**src/rtl/mux8_rr_collector.sv**
```systemverilog
// mux8_rr_collector
//   Merges eight valid/ready source channels onto one registered output
//   stream with round-robin arbitration. The winning channel number is
//   carried alongside the word on out_addr.
//
// Ports
//   clk        rising-edge clock
//   rst_n      asynchronous active-low reset
//   in_valid   per-channel request, bit i = channel i has a word
//   in_data    channel i word at [i*WIDTH +: WIDTH]
//   in_ready   one-hot (or zero) accept strobe to the channels
//   out_valid  output register holds a word
//   out_data   registered word
//   out_addr   channel index that supplied out_data
//   out_ready  consumer accepts out_data this cycle
module mux8_rr_collector #(
  parameter int unsigned WIDTH = 16
) (
  input  logic               clk,
  input  logic               rst_n,
  input  logic [7:0]         in_valid,
  input  logic [8*WIDTH-1:0] in_data,
  output logic [7:0]         in_ready,
  output logic               out_valid,
  output logic [WIDTH-1:0]   out_data,
  output logic [2:0]         out_addr,
  input  logic               out_ready
);

  logic [2:0]       last;
  logic [2:0]       grant;
  logic [2:0]       idx;
  logic             found;
  logic             load;
  logic [WIDTH-1:0] sel_data;

  // Register is free when empty or being drained this same cycle.
  assign load = ~out_valid | out_ready;

  // Search starts one past the previous winner and wraps 7 -> 0; the
  // 3-bit sum wraps naturally, and k=8 lands back on last itself so a
  // lone requester is always re-granted.
  always_comb begin
    grant = '0;
    found = 1'b0;
    idx   = '0;
    for (int unsigned k = 1; k <= 8; k++) begin
      idx = last + k[2:0];
      if (!found && in_valid[idx]) begin
        grant = idx;
        found = 1'b1;
      end
    end
  end

  always_comb begin
    sel_data = '0;
    for (int unsigned i = 0; i < 8; i++) begin
      if (grant == i[2:0]) begin
        sel_data = in_data[i*WIDTH +: WIDTH];
      end
    end
  end

  // Gated by rst_n so no source sees an accept while reset is held.
  assign in_ready = (rst_n && load && found) ? (8'b1 << grant) : '0;

  always_ff @(posedge clk or negedge rst_n) begin
    if (!rst_n) begin
      out_valid <= 1'b0;
      out_data  <= '0;
      out_addr  <= '0;
      last      <= 3'd7;
    end else if (load) begin
      if (found) begin
        out_valid <= 1'b1;
        out_data  <= sel_data;
        out_addr  <= grant;
        last      <= grant;
      end else begin
        out_valid <= 1'b0;
      end
    end
  end

endmodule

```
**config.mk**
```make
export PLATFORM = sky130hd
export DESIGN_NAME = mux8_rr_collector
export DESIGN_NICKNAME = d
export VERILOG_FILES = /design/src/rtl/mux8_rr_collector.sv
export SDC_FILE = /design/constraint.sdc
export NUM_CORES = 1
export LEC_CHECK = 0
export ABC_AREA = 1
export BUFFER_PORTS_ARGS = -buffer_cell sky130_fd_sc_hd__buf_2
export CORE_MARGIN = 2
export CORE_UTILIZATION = 42
export DETAILED_ROUTE_END_ITERATION = 6
export PLACE_DENSITY = 0.77
export SLEW_MARGIN = 20
export SYNTH_ARGS = -nofsm -noshare
export SYNTH_HDL_FRONTEND = slang
export SYNTH_SLANG_ARGS = --single-unit
```
**constraint.sdc**
```tcl
create_clock -name clk -period 6.1 [get_ports clk]
set_input_delay 1.22 -clock clk [delete_from_list [all_inputs] [get_ports clk]]
set_output_delay 1.22 -clock clk [all_outputs]
set_load 0.02 [all_outputs]
```
# Word level (Yosys, flattened, before mapping)
# Cells that the tools add are included.
# classes
reduce_logical	18
eq_ne	7
n_bitwise	2
n_shift	1
n_addsub	7
order_cmp	8
mux	42
# ops
op	count
2-to-1 mux 16 bit	8
< comparator 3 x 4 -> 1 bit (second input constant)	8
binary-select mux 1 bit (select 3 bit)	8
2-to-1 mux 3 bit	8
2-to-1 mux 1 bit	17
adder 3 bit (second input constant)	4
== test 3 bit (second input constant)	4
logical AND 1 bit	9
2-to-1 mux 8 bit	1
left shift 1 x 3 -> 8 bit (first input constant)	1
logical NOT 1 bit	7
adder 3 x 2 -> 3 bit (second input constant)	2
== test 3 x 2 -> 1 bit (second input constant)	2
adder 3 x 1 -> 3 bit (second input constant)	1
== test 3 x 1 -> 1 bit (second input constant)	1
logical NOT 3 bit	1
AND reduction 2 bit	1
inverter 1 bit	1
OR 1 bit	1
# word_totals
regBits	23
wordCells	89

# Longest topological paths before layout
# depth
depth_word	34
mapped_depth	24
ltp_nobuf	21

# Worst setup path before layout
# OpenSTA, ideal clock, no wires.
# synth_timing
path_kind	flip-flop to output port
from	register last[1]
to	output port in_ready[0]
t_required_ns	4.880
slack_ns	1.387
stages_incl_launch_ff	20
n_path_buf	4
t_arrival_ns	3.493
cell_sequence	dfstp_2 > buf_2 > inv_2 > ha_1 > buf_2 > inv_1 > nand3_1 > nand3_1 > nand2_1 > nor2_4 > nand4_4 > nor2_2 > nand2_1 > nand2_1 > nand2_2 > nor2_8 > buf_6 > buf_2 > inv_1 > nor4_1
# synth_between
elab_chain_len	27
elab_cells_between_ends	56
cone_classes	add/sub: 7; shift: 1; mux: 33; reduce/logical: 15
# synth_rtl
item	line	text
start: declaration	30	logic [2:0] last;
start signal: assignment	79	last <= grant;
adder 3 x 1 -> 3 bit	48	idx = last + k[2:0];
binary-select mux 1 bit (select 3 bit)	49	if (!found && in_valid[idx]) begin
2-to-1 mux 1 bit (implied by the code)	49	
2-to-1 mux 1 bit	49	
logical NOT 1 bit	49	
logical AND 1 bit	49	
2-to-1 mux 1 bit	49	
logical NOT 1 bit	49	
(+11 left out)	n/a	
logical NOT 1 bit	49	
logical AND 1 bit	49	
2-to-1 mux 1 bit	49	
logical NOT 1 bit	49	
logical AND 1 bit	49	
2-to-1 mux 3 bit or 2-to-1 mux 1 bit (tied branches)	49	
left shift 1 x 3 -> 8 bit or logical AND 1 bit (tied branches)	66	assign in_ready = (rst_n && load && found) ? (8'b1 << grant) : '0;
2-to-1 mux 8 bit *	66	
end: declaration	23	output logic [7:0] in_ready,
# Every way passes the cells marked *; elsewhere a longest branch is shown, timed or not. The select of a mux whose other input is x is not followed.

# Worst setup path after layout
# layout_timing
from	register last[0]
to	output port in_ready[3]
# Same word-level chain as after synthesis.

==> results.ini <==
[detailed_routing]
drtAntennaViolNets=0
drt-initial-drc-count=198
num_vias=3824
wl_per_cell_um=14.2
vias_per_cell=5.30
drc=0
detailedRoute.firstPassIterationCount=5
postRouteWirelength_um=10300

[die]
floorplan.initialDensity=0.432
row_count=30
coreArea_um2=6760
dieWidth_um=87.4
die_area_um2=7630
boundaryPins=167
floorplan.die.height_um=87.4

[clock_network]
cts_buffer_depth=2
root_buf_cell=sky130_fd_sc_hd__clkbuf_8
count_of_cells_resized_by_post_cts_repair=0
clk_transition_reported_paths_ns=0.08
numCtsBuffers=3
post_cts.repair.setup_buffers=0
ctsHoldBuffers=0
clock_tree_from_tritoncts=built
clk_latency_ns=0.26
tritoncts_num_sinks=23
cts.htree.levels=1

[sta]
grt_setup_unrepaired=false
relSlewSlack=0.460
finClkSkew_ns=0.00400
finalSetupViolations=0
final_count_of_pins_violating_max_slew=0
fin_setup_tns_ns=0
max_slew.worst_pin.slew_ns=0.810
hold_viol_final=0
timing.fmax_mhz=184
timing.final.crit_period_ns=5.43
hold_ws_ns=0.479
min_period_over_period=0.889

[logic_synthesis]
syn_area_um2=2920
netlist-cell-type-count=33
synth_top_cell_by_area=sky130_fd_sc_hd__nand2_1
synth_largest_type_area_fraction=0.192
synth_commonest_cells=sky130_fd_sc_hd__nand2_1 (149), sky130_fd_sc_hd__nand3_1 (100), sky130_fd_sc_hd__nor2_1 (88)
synth.top_cells.by_area=sky130_fd_sc_hd__nand2_1 (19%), sky130_fd_sc_hd__dfrtp_1 (17%), sky130_fd_sc_hd__nand3_1 (17%)
ys_warn_count=0
synthesis.area_per_instance_um2=5.88
postSynthNetCount=637
synth_enable_flop_cells=0
synth_ff_type=sky130_fd_sc_hd__dfrtp_1
yosysSeqAreaShare=0.199
ys_async_sr_fraction=1.00
synth.ff_latch_count=23
most_common_cell_in_the_netlist=sky130_fd_sc_hd__nand2_1
synthCells=496

[global_route]
grt_first_pass_wirelength_um=16200
grt_antenna_before_repair=0
grt_pass1_vias=3500
grt_start_max_net_pins=58
grt_remaining_overflow=0
groute.usage.overall=0.264

[finish]
post_layout_utilization_of_the_core=0.551
finish.net_count=784
layout-drive-gt1-share=0.330
finalInstanceArea_um2=3720
synthToLayoutAreaGrowth_pct=27.6
diodes=0

[worst_setup_path]
path_class=reg -> out
critical_path_arrival_ns=4.21
setup.worst_path.start_class=register
worstPathRequired_ns=4.88
critical_path_end_type=output pin
worst-path-max-fanout=57

[status]
outcome=complete, no violations

[flow_run]
drv_cap=0

[worst_hold_path]
min-delay-path-class=reg -> reg

[placement]
port_buffers=166
routabilityCongestion=1.03
dpl.hpwl_um=8550
post_dp_cell_area_um2=3680

[critical path, stage by stage, from the launching register on]
cell and delay (ns):
sky130_fd_sc_hd__dfstp_2 0.71, sky130_fd_sc_hd__inv_2 0.19, sky130_fd_sc_hd__ha_1 0.44, sky130_fd_sc_hd__inv_1 0.20, sky130_fd_sc_hd__nand3_1 0.13, sky130_fd_sc_hd__nand3_1 0.11
sky130_fd_sc_hd__nand2_1 0.15, sky130_fd_sc_hd__nor2_4 0.21, sky130_fd_sc_hd__nand4_4 0.12, sky130_fd_sc_hd__nor2_2 0.15, sky130_fd_sc_hd__nand2_1 0.07, sky130_fd_sc_hd__nand2_1 0.09
sky130_fd_sc_hd__nand2_2 0.08, sky130_fd_sc_hd__nor2_8 0.61, sky130_fd_sc_hd__nand3_4 0.34, sky130_fd_sc_hd__nor2_1 0.16, sky130_fd_sc_hd__buf_2 0.18
[path summary, 6_finish.rpt]
kind	from	endpoint	slack [ns]	depth (start not counted)
setup / recovery	last[0]	in_ready[3]	0.67	16
hold / removal	out_data[8]	out_data[8]	0.48	2
setup reg to reg	last[0]	out_data[10]	1.95	19
hold reg to reg	out_data[8]	out_data[8]	0.48	2
max in group asynchronous	rst_n	last[1]	4.81	1
min in group asynchronous	rst_n	out_data[11]	0.92	1
[layer usage]
layer / GRT usage / share of wire / vias up
met5: 0 / 0 / -
met4: 0.0601 / 0.018 / 0
met3: 0.0417 / 0.077 / 20
met2: 0.439 / 0.49 / 170
met1: 0.357 / 0.42 / 1710
li1: - / - / 1924
[kinds of logic (layout without fill, tap and decap cells)]
kind of cell    after synthesis  count (layout)  synth area share
compound gates               17              17            0.0326
xor+xnor                      3               3            0.0116
fa+ha+maj                     2               2           0.00857
buf+inv                      58             204             0.104
flops                        23              23             0.199
simple gates                393             393             0.645
[flip-flops by register name, summed over array words and instances, names as in the netlist]
signal     cells
out_valid      1
out_addr       3
out_data      16
last           3
[metrics by stage]
stage / setup slack [ns] / instances
floorplan: 1.39 / 496
global placement: 1.11 / 718
detailed placement: 0.981 / 718
CTS: 0.704 / 722
global route: 0.298 / 722
finish: 0.675 / 722
[layout by cell type (no fill, tap or decap), types with 2 or more instances in the layout]
master                     instances
sky130_fd_sc_hd__nand3_1         100
sky130_fd_sc_hd__nand3_2           6
sky130_fd_sc_hd__a21oi_1          11
sky130_fd_sc_hd__nand4_1          21
sky130_fd_sc_hd__nor2_2            3
sky130_fd_sc_hd__clkbuf_8          3
sky130_fd_sc_hd__nand2_1         149
sky130_fd_sc_hd__o21ai_1           3
sky130_fd_sc_hd__dfrtp_1          20
sky130_fd_sc_hd__inv_1            24
sky130_fd_sc_hd__nor2_8            2
sky130_fd_sc_hd__nor3_4            3
sky130_fd_sc_hd__nand2_2           5
sky130_fd_sc_hd__dfstp_2           3
sky130_fd_sc_hd__nor2_1           88
sky130_fd_sc_hd__buf_2           166
sky130_fd_sc_hd__nor2_4            6
sky130_fd_sc_hd__ha_1              2
sky130_fd_sc_hd__inv_2             8
sky130_fd_sc_hd__nor4_1            6
[area by class of cell]
| class | count | area (um^2) |
|---|---|---|
| clock inverters | 1 | 5.00 |
| multi-input cells | 415 | 2040 |
| well taps | 80 | 100 |
| flip-flops and latches | 23 | 579 |
| fillers | 705 | 3030 |
| clock buffers | 3 | 41.3 |
| inverters | 33 | 124 |
| repair buffers | 167 | 838 |
Power is left out: the tool's default activity adds up to more than one toggle a clock period on the data nets, which glitch-free logic cannot reach.
